## src/rtl/oven_pkg.sv

```systemverilog
// rtl/oven_pkg.sv - oven controller states, seven-segment glyphs and display helper
package oven_pkg;

  typedef enum logic [1:0] {
    ST_IDLE  = 2'd0,
    ST_COOK  = 2'd1,
    ST_PAUSE = 2'd2,
    ST_DONE  = 2'd3
  } state_t;

  // Active-high segments, bit0 = a ... bit6 = g
  localparam logic [6:0] SEG_I = 7'h30;  // e f
  localparam logic [6:0] SEG_D = 7'h5E;  // b c d e g
  localparam logic [6:0] SEG_L = 7'h38;  // d e f
  localparam logic [6:0] SEG_E = 7'h79;  // a d e f g
  localparam logic [6:0] SEG_P = 7'h73;  // a b e f g
  localparam logic [6:0] SEG_R = 7'h50;  // e g
  localparam logic [6:0] SEG_O = 7'h3F;  // a b c d e f
  localparam logic [6:0] SEG_C = 7'h39;  // a d e f
  localparam logic [6:0] SEG_A = 7'h77;  // a b c e f g
  localparam logic [6:0] SEG_U = 7'h3E;  // b c d e f
  localparam logic [6:0] SEG_S = 7'h6D;  // a c d f g
  localparam logic [6:0] SEG_N = 7'h54;  // c e g

  // Four display characters, leftmost in the top bits
  function automatic logic [27:0] state_chars(input state_t s);
    case (s)
      ST_COOK:  state_chars = {SEG_P, SEG_R, SEG_O, SEG_C};
      ST_PAUSE: state_chars = {SEG_P, SEG_A, SEG_U, SEG_S};
      ST_DONE:  state_chars = {SEG_D, SEG_O, SEG_N, SEG_E};
      default:  state_chars = {SEG_I, SEG_D, SEG_L, SEG_E};
    endcase
  endfunction

endpackage

```

## src/rtl/oven_if.sv

```systemverilog
// rtl/oven_if.sv - oven controller front-panel bus
interface oven_if #(
  parameter int TIMER_W      = 7,
  parameter int POWER_LEVELS = 2
);
  localparam int PWR_W = $clog2(POWER_LEVELS);

  logic [PWR_W-1:0]   power;
  logic [TIMER_W-1:0] timer;
  logic               door_status;
  logic               start_button;
  logic               cancel_button;
  logic [6:0]         state_display1;
  logic [6:0]         state_display2;
  logic [6:0]         state_display3;
  logic [6:0]         state_display4;
  logic [TIMER_W-1:0] time_display;
  logic               magnetron_en;
  logic               done_pulse;

  modport master (
    output power, timer, door_status, start_button, cancel_button,
    input  state_display1, state_display2, state_display3, state_display4,
    input  time_display, magnetron_en, done_pulse
  );

  modport slave (
    input  power, timer, door_status, start_button, cancel_button,
    output state_display1, state_display2, state_display3, state_display4,
    output time_display, magnetron_en, done_pulse
  );
endinterface

```

## src/rtl/oven_tick_gen.sv

```systemverilog
// rtl/oven_tick_gen.sv - seconds prescaler with enable, clear and hold
module oven_tick_gen #(
  parameter int TICKS_PER_SEC = 1
) (
  input  logic clk,
  input  logic rst_n,
  input  logic i_enable,
  input  logic i_clear,
  input  logic i_hold,
  output logic o_tick
);
  localparam int CNT_W = (TICKS_PER_SEC > 1) ? $clog2(TICKS_PER_SEC) : 1;
  localparam logic [CNT_W-1:0] LAST = CNT_W'(TICKS_PER_SEC - 1);

  logic [CNT_W-1:0] r_cnt;

  // Tick on the last count of a second, suppressed while held (door open / cancel)
  assign o_tick = i_enable && !i_hold && !i_clear && (r_cnt == LAST);

  // Prescaler counts only while enabled and not held; wraps on the tick
  always_ff @(posedge clk or negedge rst_n) begin
    if (!rst_n) begin
      r_cnt <= '0;
    end else if (i_clear) begin
      r_cnt <= '0;
    end else if (i_enable && !i_hold) begin
      r_cnt <= (r_cnt == LAST) ? '0 : r_cnt + 1'b1;
    end
  end
endmodule

```

## src/rtl/oven_controller.sv

```systemverilog
// rtl/oven_controller.sv - microwave oven controller top
module oven_controller
  import oven_pkg::*;
#(
  parameter int TIMER_W       = 7,
  parameter int TICKS_PER_SEC = 1,
  parameter int POWER_LEVELS  = 2
) (
  input  logic  clk,
  input  logic  rst_n,
  oven_if.slave bus
);
  localparam int PWR_W = $clog2(POWER_LEVELS);
  localparam logic [PWR_W-1:0] MAX_LVL = PWR_W'(POWER_LEVELS - 1);

  state_t             r_state;
  logic [TIMER_W-1:0] r_remaining;
  logic [PWR_W-1:0]   r_level;
  logic [PWR_W-1:0]   r_pwm_cnt;
  logic               r_done_pulse;
  logic               w_tick;
  logic [PWR_W-1:0]   w_level_in;
  logic               w_stay_cook;

  assign w_level_in  = (bus.power > MAX_LVL) ? MAX_LVL : bus.power;
  assign w_stay_cook = bus.door_status && !bus.cancel_button;

  oven_tick_gen #(.TICKS_PER_SEC(TICKS_PER_SEC)) u_tick (
    .clk      (clk),
    .rst_n    (rst_n),
    .i_enable (r_state == ST_COOK),
    .i_clear  ((r_state == ST_IDLE) || (r_state == ST_DONE)),
    .i_hold   (!w_stay_cook),
    .o_tick   (w_tick)
  );

  // Main state machine: countdown, power latch, PWM phase and completion strobe
  always_ff @(posedge clk or negedge rst_n) begin
    if (!rst_n) begin
      r_state      <= ST_IDLE;
      r_remaining  <= '0;
      r_level      <= '0;
      r_pwm_cnt    <= '0;
      r_done_pulse <= 1'b0;
    end else begin
      r_done_pulse <= 1'b0;
      case (r_state)
        ST_IDLE: begin
          if (bus.start_button && bus.door_status && (bus.timer != '0) &&
              !bus.cancel_button) begin
            r_state     <= ST_COOK;
            r_remaining <= bus.timer;
            r_level     <= w_level_in;
            r_pwm_cnt   <= '0;
          end
        end
        ST_COOK: begin
          if (bus.cancel_button) begin
            r_state     <= ST_IDLE;
            r_remaining <= '0;
          end else if (!bus.door_status) begin
            r_state <= ST_PAUSE;
          end else begin
            r_pwm_cnt <= (r_pwm_cnt == MAX_LVL) ? '0 : r_pwm_cnt + 1'b1;
            if (w_tick) begin
              r_remaining <= r_remaining - 1'b1;
              if (r_remaining == TIMER_W'(1)) begin
                r_state      <= ST_DONE;
                r_done_pulse <= 1'b1;
              end
            end
          end
        end
        ST_PAUSE: begin
          if (bus.cancel_button) begin
            r_state     <= ST_IDLE;
            r_remaining <= '0;
          end else if (bus.start_button && bus.door_status) begin
            r_state <= ST_COOK;
          end
        end
        default: begin
          if (!bus.door_status) begin
            r_state <= ST_IDLE;
          end
        end
      endcase
    end
  end

  // Outputs decode registered state; only the idle time preview follows the input
  always_comb begin
    bus.time_display = '0;
    case (r_state)
      ST_IDLE:           bus.time_display = bus.timer;
      ST_COOK, ST_PAUSE: bus.time_display = r_remaining;
      default:           bus.time_display = '0;
    endcase
  end

  assign {bus.state_display1, bus.state_display2,
          bus.state_display3, bus.state_display4} = state_chars(r_state);
  assign bus.magnetron_en = (r_state == ST_COOK) && (r_pwm_cnt <= r_level);
  assign bus.done_pulse   = r_done_pulse;
endmodule

```

## src/flat_wrapper.sv

```systemverilog
// flat-port wrapper written by rule: the top's interface ports become plain ports
module oven_controller_flat import oven_pkg::*;
#(
  parameter int TIMER_W       = 7,
  parameter int TICKS_PER_SEC = 1,
  parameter int POWER_LEVELS  = 2
)
  (clk, rst_n, bus_power, bus_timer, bus_door_status, bus_start_button, bus_cancel_button, bus_state_display1, bus_state_display2, bus_state_display3, bus_state_display4, bus_time_display, bus_magnetron_en, bus_done_pulse);
  oven_if #(.TIMER_W(TIMER_W), .POWER_LEVELS(POWER_LEVELS)) bus_i ();
  input  logic clk;
  input  logic rst_n;
  input wire logic [$bits(bus_i.power)-1:0] bus_power;
  input wire logic [$bits(bus_i.timer)-1:0] bus_timer;
  input wire logic [$bits(bus_i.door_status)-1:0] bus_door_status;
  input wire logic [$bits(bus_i.start_button)-1:0] bus_start_button;
  input wire logic [$bits(bus_i.cancel_button)-1:0] bus_cancel_button;
  output wire logic [$bits(bus_i.state_display1)-1:0] bus_state_display1;
  output wire logic [$bits(bus_i.state_display2)-1:0] bus_state_display2;
  output wire logic [$bits(bus_i.state_display3)-1:0] bus_state_display3;
  output wire logic [$bits(bus_i.state_display4)-1:0] bus_state_display4;
  output wire logic [$bits(bus_i.time_display)-1:0] bus_time_display;
  output wire logic [$bits(bus_i.magnetron_en)-1:0] bus_magnetron_en;
  output wire logic [$bits(bus_i.done_pulse)-1:0] bus_done_pulse;
  assign bus_i.power = bus_power;
  assign bus_i.timer = bus_timer;
  assign bus_i.door_status = bus_door_status;
  assign bus_i.start_button = bus_start_button;
  assign bus_i.cancel_button = bus_cancel_button;
  assign bus_state_display1 = bus_i.state_display1;
  assign bus_state_display2 = bus_i.state_display2;
  assign bus_state_display3 = bus_i.state_display3;
  assign bus_state_display4 = bus_i.state_display4;
  assign bus_time_display = bus_i.time_display;
  assign bus_magnetron_en = bus_i.magnetron_en;
  assign bus_done_pulse = bus_i.done_pulse;
  oven_controller #(.TIMER_W(TIMER_W), .TICKS_PER_SEC(TICKS_PER_SEC), .POWER_LEVELS(POWER_LEVELS)) u_core (.clk(clk), .rst_n(rst_n), .bus(bus_i));
endmodule
```

## config.mk

```make
export PLATFORM = sky130hd
export DESIGN_NAME = oven_controller_flat
export DESIGN_NICKNAME = d
export VERILOG_FILES = /design/src/rtl/oven_pkg.sv /design/src/rtl/oven_if.sv /design/src/rtl/oven_tick_gen.sv /design/src/rtl/oven_controller.sv /design/src/flat_wrapper.sv
export SDC_FILE = /design/constraint.sdc
export NUM_CORES = 1
export LEC_CHECK = 0
export CAP_MARGIN = 20
export CORE_MARGIN = 10
export CORE_UTILIZATION = 46
export CTS_BUF_LIST = sky130_fd_sc_hd__clkbuf_4 sky130_fd_sc_hd__clkbuf_8 sky130_fd_sc_hd__clkbuf_16
export DETAILED_ROUTE_END_ITERATION = 10
export PLACE_DENSITY_LB_ADDON = 0.1
export SETUP_SLACK_MARGIN = 0.5
export SYNTH_ARGS = -nofsm -noshare
export SYNTH_HDL_FRONTEND = slang
export SYNTH_SLANG_ARGS = --single-unit
```

## constraint.sdc

```tcl
create_clock -name clk -period 4.67 [get_ports clk]
set_input_delay 1.401 -clock clk [delete_from_list [all_inputs] [get_ports clk]]
set_output_delay 1.401 -clock clk [all_outputs]
set_load 0.01 [all_outputs]
```

==> impl_metrics.json, run 1 <==
{
  "outcome": "completed",
  "min_period_over_period_pct": 88.1,
  "ys_seq_elements": 12,
  "yosys.area_share.simple_pct": 19.2,
  "fmax_mhz": 243,
  "grt.overflow.total": 0,
  "maxCapViolCount": 0,
  "cp-start-kind": "input port",
  "clk_path_buf_depth": 2,
  "layout-drive-gt1-share_pct": 8.98,
  "slew_viol_final": 0,
  "setup_violations": 0,
  "tns_ps": 0,
  "irDropWorstVdd_mv": 0.456,
  "ctsHoldBuffers": 0,
  "layout.cells.non_filler": 197,
  "first_global_vias": 1157,
  "synth_compound_area_share_pct": 22.5,
  "clk_pin_slew_ps": 70,
  "end_kind": "primary output",
  "rr_endpoint": "u_core.r_remaining[1]",
  "start_util_pct": 47.6,
  "finalInstanceArea_um2": 1520,
  "crit_start": "bus_timer[3]",
  "globalplace.congestion": 0.878,
  "critical-path-top-delay-family": "buffers and inverters",
  "fin_nets": 190,
  "tritoncts": "built",
  "drtAntennaViolNets": 0,
  "clockRootBuffer": "clkbuf_4",
  "endpoint": "bus_time_display[3]",
  "die_area_um2": 4960,
  "slowest_stage": "clkdlybuf4s50_1",
  "r2r_start": "u_core.r_state[0]",
  "fin_util_pct": 62.1,
  "pwr-share-seq_pct": 18.0,
  "io_pins": 50,
  "drt-total-wl_um": 3220,
  "holdWs_ps": 512,
  "power_frac_comb_pct": 74.2,
  "syn-cell-area_um2": 1170,
  "synth.distinct_cells": 42,
  "synth_top_flop_cell": "dfrtp_1",
  "chipHeight_um": 70.4,
  "vias_per_cell": 5.60,
  "async_reset_ff_share_pct": 100,
  "worstSkewPairLatency_ps": 280,
  "cts_resized": 0,
  "area_growth_pct": 30.4,
  "drtIter0Drc": 50,
  "drt_pre_antenna_iters": 4,
  "p_leak_nw": 0.665,
  "yosys_warnings": 0,
  "fin_crit_ps": 4110,
  "antenna_found_initial": 0,
  "netlist_instances": 138,
  "htreeDepth": 1,
  "cts_inserted_buffers": 3,
  "design.core.area_um2": 2450,
  "dp_hpwl_um": 2520,
  "yosys.area_share.xor_xnor_pct": 0,
  "reg2regPathDepth": 6,
  "path_common_cell": "clkdlybuf4s50_1",
  "most-common-layout-cells": "42 x clkdlybuf4s50_1, 18 x nor2_1, 12 x dfrtp_1",
  "worstPathCellList": "clkdlybuf4s50_1 -> a22oi_1 -> nor2_1 -> clkdlybuf4s50_1",
  "power.density_nw_per_um2": 706,
  "drt-wirelength-per-cell_um": 16.4,
  "switching_power_mw": 0.491,
  "synth_top_family_by_area": "compound AO/OA/AOI/OAI gates",
  "syn_area_per_cell_um2": 8.47,
  "synthAdderAreaFrac_pct": 9.64,
  "finalClockSkew_ps": 8.47,
  "clkPwrFrac_pct": 7.8,
  "p_int_mw": 0.585,
  "r2r_slack_ps": 2080,
  "drc": 0,
  "slew_headroom_pct": 62.3,
  "worstMarginPinSlew_ps": 564,
  "grt_max_degree": 16,
  "cp_data_required_time_ps": 3270,
  "row_count": 18,
  "grt_use_total_pct": 13.0,
  "worstSetupPathType": "input port to primary output",
  "ys_seq_area_share_pct": 25.7,
  "layout.cells.most_common": "clkdlybuf4s50_1",
  "synth_enable_flop_cells": 0,
  "critPathMaxStageDelay_ps": 550,
  "port_buffers": 42,
  "num_antenna_cells": 0,
  "dp_cells": 193,
  "crit_path_max_fanout": 4,
  "die_width_um": 70.4,
  "crit_cells": 4,
  "vias": 1103,
  "synth.area.mux_share_pct": 5.03,
  "grt_first_pass_wirelength_um": 5510,
  "hold_viol_final": 0,
  "fill_cells": 238,
  "p_sw_share_pct": 45.6,
  "hold_class": "flop to flop",
  "placed_cell_area_um2": 1490,
  "cts_setup_buffers": 0,
  "worstPathArrival_ps": 2710,
  "rsz0062_at_grt": "no",
  "clock_sinks": 12,
  "worst-path-buf-inv": 2
}
## cells by family after synthesis
group / Yosys count
adder cells (fa/ha/maj): 9
AO/OA/AOI/OAI: 36
flip-flops: 12
buffers and inverters: 34
multiplexers: 5
other: 2
AND/OR/NAND/NOR: 40
## worst min path at each step
stage | to | depth (start not counted) | slack, ps | start
CTS | u_core.r_level | 1 | 510 | u_core.r_level
global route | u_core.r_level | 1 | 520 | u_core.r_level
floorplan | u_core.r_level | 1 | 480 | u_core.r_level
finish | u_core.r_level | 1 | 510 | u_core.r_level
detailed placement | u_core.r_level | 1 | 490 | u_core.r_level
global placement | u_core.r_level | 1 | 490 | u_core.r_level
## area by class of cell
| class | instances | area, µm² | share of cell area [%] |
|---|---|---|---|
| Clock buffer | 4 | 36.3 | 2.38 |
| Inverter | 12 | 45.0 | 2.96 |
| Multi-Input combinational cell | 97 | 684 | 44.9 |
| Sequential cell | 12 | 300 | 19.7 |
| Tap cell | 30 | 37.5 | 2.46 |
| Timing Repair Buffer | 42 | 420 | 27.6 |
## metal layers
metal	wire length (µm)	share of wire, %	track usage [%]	vias up
li1	-	-	-	529
met1	1390	43	15.1	524
met2	1430	44	20.5	46
met3	370	11	5.79	4
met4	30	0.93	4.61	0
met5	0	0	0	-
## cells in the mapped netlist (2+ instances only)
cell	n	share of area (%)
a21oi_1	6	2.6
a22oi_1	10	6.4
a32oi_1	2	1.5
and3b_1	2	1.5
buf_4	18	12
clkbuf_1	2	0.64
conb_1	2	0.64
dfrtp_1	12	26
ha_1	9	9.6
inv_1	10	3.2
inv_2	2	0.64
mux2_2	3	2.9
nand2_1	3	0.96
nand2b_1	2	1.1
nand3b_1	2	1.3
nor2_1	18	5.8
nor3_1	2	0.86
o21ai_0	5	2.1
o31ai_1	5	3.2
## per-stage QoR
step           worst slack, ps  power [mW]
6_report                   555        1.08
5_1_grt                    503        1.17
4_1_cts                    541        1.09
3_5_place_dp               535       0.996
3_3_place_gp               579       0.989
2_1_floorplan             1620       0.711
## registers in the layout, indices dropped and copies added, names as in the netlist
signal,count
u_core.bus.done_pulse,1
u_core.r_level,1
u_core.r_pwm_cnt,1
u_core.r_remaining,7
u_core.r_state,2
## power by group through the flow
stage	Sequential [mW]	Clock, mW	Combinational [mW]
after floorplan	0.183	0	0.527
after global placement	0.193	0	0.796
after detailed placement	0.194	0	0.801
after CTS	0.192	0.0865	0.807
after global routing	0.200	0.0912	0.879
final	0.194	0.0838	0.799
Note: power is estimated with default switching activity, not from simulation.
==> run 2, diff against run 1 <==
SLEW_MARGIN = 40   (was not set)
==> results of run 2 <==
Same layout as run 1: the final DEF is identical, and so are final timing and power.
==> run 3, diff against run 2 <==
CAP_MARGIN = 30   (was 20)
HOLD_SLACK_MARGIN = 0.03   (was not set)
==> results of run 3 <==
Same layout as run 1: the final DEF is identical, and so are final timing and power.
